--- src/rtl/rk8e_pkg.sv ---
// Shared types and helpers for the RK8-E sector engine: FSM states, sizes,
// 12-bit word <-> byte-pair mapping and controller status bit positions.
package rk8e_pkg;

    localparam int WORDS_DEF      = 256;
    localparam int HALF_WORDS_DEF = 128;

    // Status register bit positions (PDP-8 numbering, bit 0 = MSB).
    localparam int ST_WRITE_LOCK  = 7;
    localparam int ST_DATA_LATE   = 9;
    localparam int ST_DRIVE_ERROR = 10;

    typedef logic [0:11] pdp_word_t;

    typedef enum logic [3:0] {
        S_IDLE,
        S_START,
        S_FETCH,
        S_TX_HI,
        S_TX_LO,
        S_RX_HI,
        S_RX_LO,
        S_STORE,
        S_WAIT_DONE,
        S_FINISH
    } state_e;

    function automatic logic [7:0] pack_hi(input pdp_word_t w);
        return {4'b0000, w[0:3]};
    endfunction

    function automatic logic [7:0] pack_lo(input pdp_word_t w);
        return w[4:11];
    endfunction

    function automatic pdp_word_t unpack(input logic [3:0] hi, input logic [7:0] lo);
        return {hi, lo};
    endfunction

endpackage

--- src/rtl/rk8e_word_packer.sv ---
// Holds the word in flight: splits it into hi/lo bytes for the card, or
// assembles it from a received byte pair for memory.
module rk8e_word_packer
    import rk8e_pkg::*;
(
    input  logic        clk,
    input  logic        reset,
    input  logic        load_i,
    input  logic [0:11] word_i,
    input  logic        rx_hi_i,
    input  logic        rx_lo_i,
    input  logic [7:0]  rx_byte_i,
    input  logic        lo_sel_i,
    output logic [7:0]  tx_byte_o,
    output logic [0:11] word_o
);

    logic [0:11] word_q, word_d;
    logic [3:0]  hi_q, hi_d;

    // NOTE: every signal written here gets a default first so no path infers a latch.
    always_comb begin
        word_d = word_q;
        hi_d   = hi_q;
        if (load_i)  word_d = word_i;
        // Only the low nibble of the high byte carries data.
        if (rx_hi_i) hi_d = rx_byte_i[3:0];
        if (rx_lo_i) word_d = unpack(hi_q, rx_byte_i);
    end

    // NOTE: registers use non-blocking assignments so each one samples pre-edge values.
    always_ff @(posedge clk or posedge reset) begin
        if (reset) begin
            word_q <= '0;
            hi_q   <= '0;
        end else begin
            word_q <= word_d;
            hi_q   <= hi_d;
        end
    end

    assign tx_byte_o = lo_sel_i ? pack_lo(word_q) : pack_hi(word_q);
    assign word_o    = word_q;

endmodule

--- src/rtl/rk8e_sector_engine.sv ---
// RK8-E disk-side responder: moves one sector between PDP-8 memory
// (data-break cycles) and one 512-byte SD block.
module rk8e_sector_engine
    import rk8e_pkg::*;
#(
    parameter int WORDS      = WORDS_DEF,
    parameter int HALF_WORDS = HALF_WORDS_DEF
) (
    input  logic        clk,
    input  logic        reset,
    input  logic        cmd_valid,
    output logic        cmd_ready,
    input  logic        cmd_write,
    input  logic        cmd_half,
    input  logic [14:0] cmd_block,
    input  logic [14:0] cmd_addr,
    output logic        db_req,
    output logic        db_we,
    output logic [14:0] db_addr,
    output logic [0:11] db_wdata,
    input  logic [0:11] db_rdata,
    input  logic        db_ack,
    output logic        sd_start,
    output logic        sd_write,
    output logic [31:0] sd_block,
    output logic [7:0]  sd_tx_data,
    output logic        sd_tx_valid,
    input  logic        sd_tx_ready,
    input  logic [7:0]  sd_rx_data,
    input  logic        sd_rx_valid,
    input  logic        sd_done,
    input  logic        sd_error,
    output logic        busy,
    output logic        done,
    output logic        error
);

    localparam logic [8:0] WORDS_C = 9'(WORDS);
    localparam logic [8:0] HALF_C  = 9'(HALF_WORDS);

    state_e      state_q, state_d;
    logic        write_q, write_d;
    logic        half_q, half_d;
    logic [14:0] block_q, block_d;
    logic [14:0] addr_q, addr_d;
    logic [8:0]  cnt_q, cnt_d;
    logic        error_q, error_d;

    logic        pk_load, pk_rx_hi, pk_rx_lo;
    logic [0:11] pk_word;
    logic [14:0] addr_inc;
    logic [8:0]  cnt_inc;
    logic        in_xfer;

    // Only the 12-bit address wraps; the field bits are carried unchanged.
    assign addr_inc = {addr_q[14:12], addr_q[11:0] + 12'd1};
    assign cnt_inc  = cnt_q + 9'd1;
    assign in_xfer  = state_q inside {S_START, S_FETCH, S_TX_HI, S_TX_LO,
                                      S_RX_HI, S_RX_LO, S_STORE};

    always_comb begin
        state_d  = state_q;
        write_d  = write_q;
        half_d   = half_q;
        block_d  = block_q;
        addr_d   = addr_q;
        cnt_d    = cnt_q;
        error_d  = error_q;
        pk_load  = 1'b0;
        pk_word  = '0;
        pk_rx_hi = 1'b0;
        pk_rx_lo = 1'b0;

        case (state_q)
            S_IDLE: if (cmd_valid) begin
                write_d = cmd_write;
                half_d  = cmd_half;
                block_d = cmd_block;
                addr_d  = cmd_addr;
                cnt_d   = '0;
                error_d = 1'b0;
                state_d = S_START;
            end
            S_START: state_d = write_q ? S_FETCH : S_RX_HI;
            S_FETCH: if (db_ack) begin
                pk_load = 1'b1;
                pk_word = db_rdata;
                addr_d  = addr_inc;
                state_d = S_TX_HI;
            end
            S_TX_HI: if (sd_tx_ready) state_d = S_TX_LO;
            S_TX_LO: if (sd_tx_ready) begin
                cnt_d = cnt_inc;
                if (cnt_inc == WORDS_C) begin
                    state_d = S_WAIT_DONE;
                end else if (half_q && cnt_inc >= HALF_C) begin
                    pk_load = 1'b1;
                    state_d = S_TX_HI;
                end else begin
                    state_d = S_FETCH;
                end
            end
            S_RX_HI: if (sd_rx_valid) begin
                pk_rx_hi = 1'b1;
                state_d  = S_RX_LO;
            end
            S_RX_LO: if (sd_rx_valid) begin
                pk_rx_lo = 1'b1;
                if (half_q && cnt_q >= HALF_C) begin
                    cnt_d   = cnt_inc;
                    state_d = (cnt_inc == WORDS_C) ? S_WAIT_DONE : S_RX_HI;
                end else begin
                    state_d = S_STORE;
                end
            end
            S_STORE: if (sd_rx_valid) begin
                error_d = 1'b1;
                state_d = S_FINISH;
            end else if (db_ack) begin
                cnt_d   = cnt_inc;
                addr_d  = addr_inc;
                state_d = (cnt_inc == WORDS_C) ? S_WAIT_DONE : S_RX_HI;
            end
            S_WAIT_DONE: if (sd_done) state_d = S_FINISH;
            S_FINISH:    state_d = S_IDLE;
            default:     state_d = S_IDLE;
        endcase

        // Card errors and premature completion override whatever the data path chose.
        if (state_q != S_IDLE && sd_error) error_d = 1'b1;
        if (in_xfer && (sd_error || sd_done)) begin
            error_d = 1'b1;
            state_d = S_FINISH;
        end
        if (state_q == S_WAIT_DONE && sd_error) state_d = S_FINISH;
    end

    always_ff @(posedge clk or posedge reset) begin
        if (reset) begin
            state_q <= S_IDLE;
            write_q <= 1'b0;
            half_q  <= 1'b0;
            block_q <= '0;
            addr_q  <= '0;
            cnt_q   <= '0;
            error_q <= 1'b0;
        end else begin
            state_q <= state_d;
            write_q <= write_d;
            half_q  <= half_d;
            block_q <= block_d;
            addr_q  <= addr_d;
            cnt_q   <= cnt_d;
            error_q <= error_d;
        end
    end

    rk8e_word_packer u_packer (
        .clk       (clk),
        .reset     (reset),
        .load_i    (pk_load),
        .word_i    (pk_word),
        .rx_hi_i   (pk_rx_hi),
        .rx_lo_i   (pk_rx_lo),
        .rx_byte_i (sd_rx_data),
        .lo_sel_i  (state_q == S_TX_LO),
        .tx_byte_o (sd_tx_data),
        .word_o    (db_wdata)
    );

    assign cmd_ready   = (state_q == S_IDLE);
    assign busy        = (state_q != S_IDLE) && (state_q != S_FINISH);
    assign done        = (state_q == S_FINISH);
    assign error       = error_q;
    assign sd_start    = (state_q == S_START);
    assign sd_write    = write_q;
    assign sd_block    = {17'd0, block_q};
    assign db_req      = (state_q == S_FETCH) || (state_q == S_STORE);
    assign db_we       = (state_q == S_STORE);
    assign db_addr     = addr_q;
    assign sd_tx_valid = (state_q == S_TX_HI) || (state_q == S_TX_LO);

endmodule

--- config.mk ---
export PLATFORM = sky130hd
export DESIGN_NAME = rk8e_sector_engine
export DESIGN_NICKNAME = d
export VERILOG_FILES = /design/src/rtl/rk8e_pkg.sv /design/src/rtl/rk8e_word_packer.sv /design/src/rtl/rk8e_sector_engine.sv
export SDC_FILE = /design/constraint.sdc
export NUM_CORES = 1
export LEC_CHECK = 0
export ABC_CLOCK_PERIOD_IN_PS = 2400
export CORE_MARGIN = 5
export CORE_UTILIZATION = 30
export CTS_CLUSTER_DIAMETER = 80
export DETAILED_ROUTE_END_ITERATION = 12
export GPL_ROUTABILITY_DRIVEN = 0
export SLEW_MARGIN = 10
export SYNTH_ARGS = -nofsm -noshare
export SYNTH_HDL_FRONTEND = slang
export SYNTH_SLANG_ARGS = --single-unit
--- constraint.sdc ---
create_clock -name clk -period 2.4 [get_ports clk]
set_input_delay 0.24 -clock clk [delete_from_list [all_inputs] [get_ports clk]]
set_output_delay 0.24 -clock clk [all_outputs]
set_load 0.02 [all_outputs]
==> impl_results.md, run 1 <==
- Final period util: a little over nine tenths
- Ys async rst share: 100%
- DRC viols: 0
- Number of antenna-violating nets in the routed design: 0
- Sequential share of power: 29.3%
- Status: complete, no violations
- Slowest cell on the critical path: clkdlybuf4s50_1
- Top-level port count: 136
- Starting density of the core: between 30 and 40%
- Max stage delay on crit path: 0.61 ns
- CP cell instances: buf_4 > nand2b_2 > nor3_2 > nor2_1 > clkdlybuf4s50_1
- TritonCTS clock tree: yes
- Area of the core: 12200 µm²
- CP startpoint: state_q[1]$_DFFE_PP0P_
- Flop2flop setup slack: 0.21 ns
- Max-Cap Viols: 0
- DR WL/cell: 15.5 µm
- Worst slew margin: 36.6%
- Sum Neg Setup Slack: 0 ns
- Synthesized cell area: 3750 µm²
- Yosys warning total: 0
- #FFs+latches synth: 62
- Fin crit period: 2.29 ns
- Net Sw Frac: 39.7%
- Clock-pin slew of the registers on the worst-case setup and hold paths: 0.05 ns
- Clock Skew: between 0.008 and 0.009 ns
- Sink Count: 62
- Least-Margin Pin Slew: 0.948 ns
- Hold violation count in the final report: 0
- Port buffer count: roughly 120
- Internal: approximately 3.8 mW
- WP buf/inv: 2
- Num rows: 40
- Iteration-0 DRC Markers: 175
- CP Data Arrival Time: 2.05 ns
- Clock root buffer: clkbuf_16
- Via-to-Cell Ratio: 4.92
- CP delay by family, top: buffers and inverters
- Worst ir drop on vdd: between 0.5 and 0.6 mV
- Count of flip-flops with a built-in enable after synthesis: 0
- Min-Delay Path Class: in2async
- First-pass GRT wire length: 17200 µm
- Number of global-route vias before repair: 3483
- Combinational share of power: 52.3%
- Design area: 5370 µm²
- Worst skew pair latency: 0.32 ns
- Mean area per synthesized cell: slightly below 10 µm²
- LEAKAGE: roughly 2.4 nW
- Cts hold-fix bufs: 0
- R2r worst-path depth: 6
- P per Cell Area: 1180 nW/µm²
- Reg-to-Reg Start: state_q[1]$_DFFE_PP0P_
- Setup CP Type: reg2out
- Crit. End Element: output pin
- WP data required: 2.16 ns
- Yosys cell types: between 60 and 70
- P_sw: 2.52 mW
- Clock power frac: 18.4%
- Setup crit start kind: flip-flop
- Mapped Cells: 381
- Final #Nets: between 500 and 600
- TritonCTS buffer count: 9
- CTS Buffer Depth: 2
- DIE WIDTH: 122 µm
- Main synth FF type: dfrtp_1
- Slew Limit Fails: 0
- Crit-path max FO: 14
- Area Overhead vs Synth: 43.1%
- Hold_ws: between 0.3 and 0.4 ns
- Final wirelength: roughly 10000 µm
- Register area share after synthesis: between 40% and 50%
- Antenna violations before repair: 0
- Post-DP HPWL: 7770 µm
- Layout cell share with drive strength beyond 1: 18.1%
- Gr usage total: approximately 14%
- Worst reg2reg path endpoint: state_q[0]$_DFFE_PP0P_
- Final setup viols: 0
- Via Count: 3323
- RSZ-0062 raised after global routing: no
- Grt ovf: 0
- Area after DPL: 5050 µm²
- Drt pass-1 iters: 4
- Maximum clock frequency: 436 MHz
- H-tree Lvls: 3
- Die Span Y: 122 µm
- Pin count of the biggest net entering global routing: 39
- Full die area: 14800 µm²
-- area by class of cell --
type / count / area [µm²]
repair buffers: 137 / 1360
flip-flops and latches: 62 / 1550
clock inverters: 4 / 23.8
inverters: 10 / 37.5
well taps: 168 / 210
clock buffers: 11 / 243
fillers: 1179 / 6790
multi-input cells: 283 / 1950
diodes: 1 / 2.50
-- sequential cells by signal (all words and copies together), names as in the netlist --
| register | flops |
|---|---|
| sd_write | 1 |
| error | 1 |
| u_packer.hi_q | 4 |
| u_packer.word_o | 12 |
| cnt_q | 9 |
| db_addr | 15 |
| state_q | 4 |
| half_q | 1 |
| block_q | 15 |
-- worst max-delay path by stage --
stage                         endpoint  slack (ns)  cells past startpoint
5_1_grt                  sd_tx_data[2]       0.008                      5
3_3_place_gp      cnt_q[0]$_DFFE_PP0P_        0.20                      7
6_report                          busy        0.11                      5
4_1_cts                  sd_tx_data[3]       0.003                      4
2_1_floorplan  block_q[10]$_DFFE_PP0P_        0.40                      5
3_5_place_dp    state_q[2]$_DFFE_PP0P_        0.09                      7
-- stage by stage --
stage | utilization (%) | total power, mW | setup slack, ns | instances
after detailed placement | 41.6 | 5.19 | 0.0925 | 657
final | 44.2 | 6.33 | 0.107 | 676
after global placement | 41.6 | 5.16 | 0.197 | 657
after global routing | 44.1 | 6.77 | 0.00807 | 675
after CTS | 43.9 | 6.40 | 0.00334 | 675
after floorplan | - | 3.77 | 0.398 | 397
-- power groups by stage --
stage / clock network, mW / logic, mW / registers, mW
floorplan: 0 / 1.52 / 2.24
global placement: 0 / 3.30 / 1.86
detailed placement: 0 / 3.32 / 1.87
CTS: 1.21 / 3.33 / 1.86
global route: 1.26 / 3.57 / 1.93
finish: 1.17 / 3.31 / 1.86
-- timing repair --
action                                  CTS  global route
resized for setup                         5             7
endpoints found under the setup margin    7             7
buffers inserted                          3             0
-- synthesized netlist by cell type, types with 5 or more instances --
cell type / count / area [µm²]
dfrtp_1: 62 / 1550
mux2_2: 30 / 338
nor2_1: 30 / 113
nand2_1: 24 / 90.1
a21oi_1: 23 / 115
buf_4: 19 / 143
a31oi_1: 12 / 75.1
o21ai_0: 12 / 60.1
buf_2: 11 / 55.1
nor3_1: 11 / 55.1
a21o_1: 10 / 75.1
a22o_1: 10 / 87.6
inv_1: 9 / 33.8
nand3_1: 9 / 45.0
o22a_1: 9 / 78.8
and2_1: 7 / 43.8
a22o_2: 6 / 60.1
and3_1: 5 / 31.3
-- placed cells by master, fill, tap and decap left out, types with 9 or more instances in the layout --
| master | netlist | final |
|---|---|---|
| nor2_1 | 30 | 30 |
| clkdlybuf4s50_1 | 0 | 109 |
| a21o_1 | 10 | 10 |
| mux2_2 | 30 | 30 |
| buf_4 | 19 | 17 |
| a22o_1 | 10 | 10 |
| clkbuf_16 | 0 | 9 |
| a21oi_1 | 23 | 23 |
| conb_1 | 1 | 17 |
| dfrtp_1 | 62 | 62 |
| o22a_1 | 9 | 9 |
| nor3_1 | 11 | 10 |
| o21ai_0 | 12 | 12 |
| nand3_1 | 9 | 9 |
| a31oi_1 | 12 | 12 |
| nand2_1 | 24 | 24 |
-- per-layer routing --
layer  up-vias  routed length, µm  track usage [%]
met5         -                  0                0
met4         0                158             4.62
met3        11                701             4.22
met2       110               4970             23.5
met1      1593               4620             18.2
li1       1609                  -                -
-- kinds of logic after synthesis --
logic type               Yosys count  share of synthesized area, %
XOR/XNOR                           5                          1.17
multiplexers                      32                          9.53
other                              1                        0.0999
adder cells (fa/ha/maj)            3                          1.00
flip-flops                        62                          41.3
AND/OR/NAND/NOR                  114                          16.1
buffers and inverters             52                          9.03
AO/OA/AOI/OAI                    112                          21.7
(Power assumes the default switching activity.)
==> inputs of run 2 (changes only) <==
--- a/config.mk
+++ b/config.mk
@@ -11,7 +11,6 @@
 export CTS_CLUSTER_DIAMETER = 80
 export DETAILED_ROUTE_END_ITERATION = 12
 export GPL_ROUTABILITY_DRIVEN = 0
-export SLEW_MARGIN = 10
 export SYNTH_ARGS = -nofsm -noshare
 export SYNTH_HDL_FRONTEND = slang
 export SYNTH_SLANG_ARGS = --single-unit
==> results of run 2 <==
Final layout, timing and power as in run 1 (identical DEF).
==> RTL change 1, RTL diff (flow settings as in run 2) <==
Register the output `error` once more, cleared by the reset; this adds one clock of latency there. The other outputs are not delayed to match.
--- a/src/rtl/rk8e_sector_engine.sv
+++ b/src/rtl/rk8e_sector_engine.sv
@@ -172,5 +172,11 @@
     assign busy        = (state_q != S_IDLE) && (state_q != S_FINISH);
     assign done        = (state_q == S_FINISH);
-    assign error       = error_q;
+    always_ff @(posedge clk or posedge reset) begin
+        if (reset) begin
+            error <= '0;
+        end else begin
+            error <= error_q;
+        end
+    end
     assign sd_start    = (state_q == S_START);
     assign sd_write    = write_q;
Function: changed (Yosys sat finds a counterexample within 4 cycles, from zero or initial values and one cycle with reset high).
==> RTL change 1 against run 2 <==
  * Sequential cell count increased by 1
  * Critical path depth grew 1
  * Area after synthesis down 1.5%
  * Sequential share of layout area up 0.64 points
  * Cell area decreased by 0.35%
  * Total power up 0.14%
  * Setup slack better by 0.0058 ns
  * Wire length rose by 2.8%
  * Fmax increased by 0.25%
==> RTL change 1: results (changes against run 2) <==
fraction of layout cells with a size suffix above 1=16.47% (-1.7 points); Nets=574 (+1.4%); max_cap viols=0 (unchanged); peak supply drop=0.6757 mV (+26%); placed cells=668 (+1.7%); met3 Use GR=3.450% (-0.77 points); Via density=4.895 (-0.43%); CP top delay family=buffers and inverters; Seq pwr share=29.4% (about the same); gr usage total=14.83% (+0.46 points); first-pass GRT wire length=17.57 mm (+1.9%); placed inst area=5057 µm² (about the same); R2R Setup Slk=0.19 ns (-0.02 ns); Fill cells=1,171 (-0.68%); power density over the cells=1185 nW/µm² (+0.49%); # diodes=0 (-1); largest net degree at the start of global routing=26 (-33%); R2R depth=7 (+1); vias in the first global route=3,516 (+0.95%); ranking of synthesized cells by area=dfrtp_1 (43%), mux2_2 (8.5%), o21ai_0 (4.2%); WL met2=5.409 mm (+8.8%); H-tree Lvls=3 (unchanged); Setup WS pre-CTS=0.1738 ns (+0.08123 ns); Sw Share=40.51% (+0.77 points); Least-Margin Pin Slew=0.8443 ns (-0.1034 ns); DR iter-0 viols=239 (+37%); status=finished clean; drt total wl=10.75 mm (+2.8%); GRT overflow=0 (unchanged); Yosys cell types=60 (-10%); clock skew=0.006613 ns (-0.001441 ns); Gate Count Post-Synth=385 (+1.0%); WHS=0.2761 ns (-0.03438 ns); post-cts resize count=11 (+6); Clk Latency, worst-skew pair=0.33 ns; M1 wire length=4.537 mm (-1.8%); Synth Area in XOR/XNOR=1.422% (+0.26 points); Final HPWL DP=8.193 mm (+5.4%); Post-synth top flop=dfrtp_1; combinational power=3.25 mW (-2%); met1 Usage GRT=18.11% (-0.10 points); Commonest cells post-synth=dfrtp_1 (63), nand2_1 (31), o21ai_0 (31); Final Cycle Share=95.30% (-0.24 points); sequential share of the synthesized area=42.65% (+1.3 points); metal3 WL=573 µm (-18%); Synth Area in Compound Gates=22.85% (+1.1 points); Leakage Power=2.316 nW (-2.6%); worst reg2reg startpoint=cnt_q[0]; adder-cell area share of the yosys netlist=1.016% (+0.016 points); Post-synth ARST share=100.0% (unchanged); WL/cell=15.71 µm (+1.6%); post-synthesis mux area share=9.072% (-0.46 points); Max Used Layer=met4; postcts setup bufs=0 (-3); Clock Path Buffers=2 (unchanged); crit-path max FO=10 (-4); met2 GRT Util=25.22% (+1.7 points); Port Buf Inserts=118 (unchanged); FF-to-FF End=state_q[3]; Critical Path Max Stage Delay=0.54 ns (-0.07 ns)
RTL change 1: cell types whose count changed after synthesis, sizes merged, moves of 5 or more:
cell and change:
a31oi -7, o21ai +19, o22ai +5, nor2 -9
nand2 +8, o22a -9, nor3 -7, a2bb2oi +5
RTL change 1: layout make-up:
| cell class | instances | area (µm²) | share of cell area (%) |
|---|---|---|---|
| clock inverter | 7 | 55.05 | 1.029 |
| multi-input combinational | 286 | 1903 | 35.56 |
| timing repair buffer | 138 | 1329 | 24.83 |
| tap | 168 | 210.2 | 3.928 |
| inverter | 13 | 48.80 | 0.9119 |
| clock buffer | 9 | 225.2 | 4.209 |
| sequential | 63 | 1580 | 29.53 |
RTL change 1: how the worst max path moves through the flow:
stage          startpoint  depth (start not counted)    endpoint
2_1_floorplan    cnt_q[0]                          8  state_q[3]
3_3_place_gp     cnt_q[0]                          7  state_q[3]
3_5_place_dp     cnt_q[0]                          7  state_q[3]
4_1_cts        state_q[2]                          6        busy
5_1_grt        state_q[2]                          6        busy
6_report       state_q[2]                          6        busy
==> RTL change 2, RTL diff (config.mk and constraints of run 2) <==
Without the edit above. Make the reset (`reset`) synchronous in 2 clocked blocks.
--- a/src/rtl/rk8e_word_packer.sv
+++ b/src/rtl/rk8e_word_packer.sv
@@ -30,5 +30,5 @@
 
     // NOTE: registers use non-blocking assignments so each one samples pre-edge values.
-    always_ff @(posedge clk or posedge reset) begin
+    always_ff @(posedge clk) begin
         if (reset) begin
             word_q <= '0;
--- a/src/rtl/rk8e_sector_engine.sv
+++ b/src/rtl/rk8e_sector_engine.sv
@@ -136,5 +136,5 @@
     end
 
-    always_ff @(posedge clk or posedge reset) begin
+    always_ff @(posedge clk) begin
         if (reset) begin
             state_q <= S_IDLE;
Check against the original RTL: differs if reset is asserted again (counterexample within 4 cycles, from zero or initial values and one cycle with reset high); with reset held inactive, the same outputs for 4 cycles.
==> RTL change 2 against run 2 <==
  * First-iteration DRC count is 48% higher
  * Register-to-register slack worse by 0.07 ns
  * Critical path depth is 1 lower
  * Total power is 21% lower
  * Final cell count is 12% higher
  * Wire length is 14% higher
  * Worst hold slack worse by 0.045 ns
  * Sequential cell count stayed put
  * Setup slack worse by 0.017 ns
  * Global-route usage is 1.8 points higher
  * Sequential power is 26% lower
  * Area after synthesis is 3.0% lower
  * Cell area is 0.82% higher
  * Clock power is 32% higher
  * Largest cell class unchanged
  * Largest power group unchanged
==> RTL change 2: results (changes against run 2) <==
Final HPWL DP=8.939 mm (+15%); Post-Syn Area per Cell=7.554 µm² (-23%); worst reg2reg startpoint=cnt_q[0]; Nets=669 (+18%); placed inst area=5024 µm² (-0.62%); Signal buffers=152 (+11%); postcts setup bufs=0 (-3); FF-to-FF End=u_packer.word_o[1]; Leakage Power=1.999 nW (-16%); # diodes=0 (-1); metal3 WL=722 µm (+3.0%); DR iter-0 viols=259 (+48%); Least-Margin Pin Slew=0.8163 ns (-0.1314 ns); Post-Layout Cell Count=757 (+12%); status=finished clean; Post-synth ARST share=0% (-100 points); met3 Use GR=4.430% (+0.21 points); Clock buf/inv share=6.563% (+1.6 points); met1 Usage GRT=19.80% (+1.6 points); fraction of layout cells with a size suffix above 1=11.97% (-6.2 points); sequential share of cell area=23.00% (-5.9 points); R2R Setup Slk=0.14 ns (-0.07 ns); #MultiIn Comb=367 (+30%); post-cts resize count=11 (+6); largest net degree at the start of global routing=31 (-21%); ranking of synthesized cells by area=dfxtp_1 (34%), nand2_1 (8.0%), a21oi_1 (7.3%); gr usage total=16.17% (+1.8 points); clock buffer count=10 (-1); placed cells=741 (+13%); Seq pwr share=27.4% (-1.9 points); Psw=1.855 mW (-26%); vias in the first global route=3,893 (+12%); adder-cell area share of the yosys netlist=1.375% (+0.37 points); Post-synth top flop=dfxtp_1; Synth Area in XOR/XNOR=0.7216% (-0.45 points); post-synth top area share=34.09% (-7.2 points)
[RTL change 2: cell count changes after synthesis, sizes merged, moves of 17 or more]
cell    before  now
a21oi       23   53
clkbuf       7   24
dfrtp       62    0
dfxtp        0   62
mux2        30    0
nand2       24   78
[RTL change 2: worst max path at each step]
| stage | start | endpoint | slack, ns |
|---|---|---|---|
| 3_3_place_gp | sd_rx_valid | cnt_q[2] | 0.02 |
| 3_5_place_dp | cnt_q[3] | u_packer.word_o[1] | -0.0003 |
| 5_1_grt | state_q[3] | cmd_ready | 0.02 |
| 2_1_floorplan | cnt_q[0] | u_packer.word_o[0] | 0.07 |
| 4_1_cts | state_q[1] | busy | 0.03 |
| 6_report | state_q[1] | done | 0.09 |
[RTL change 2: worst max-delay path: stages (launching register included)]
cell and delay (ns):
dfxtp_1 0.36, buf_4 0.19, nand2b_2 0.25, nor2_1 0.27, clkdlybuf4s50_1 0.66
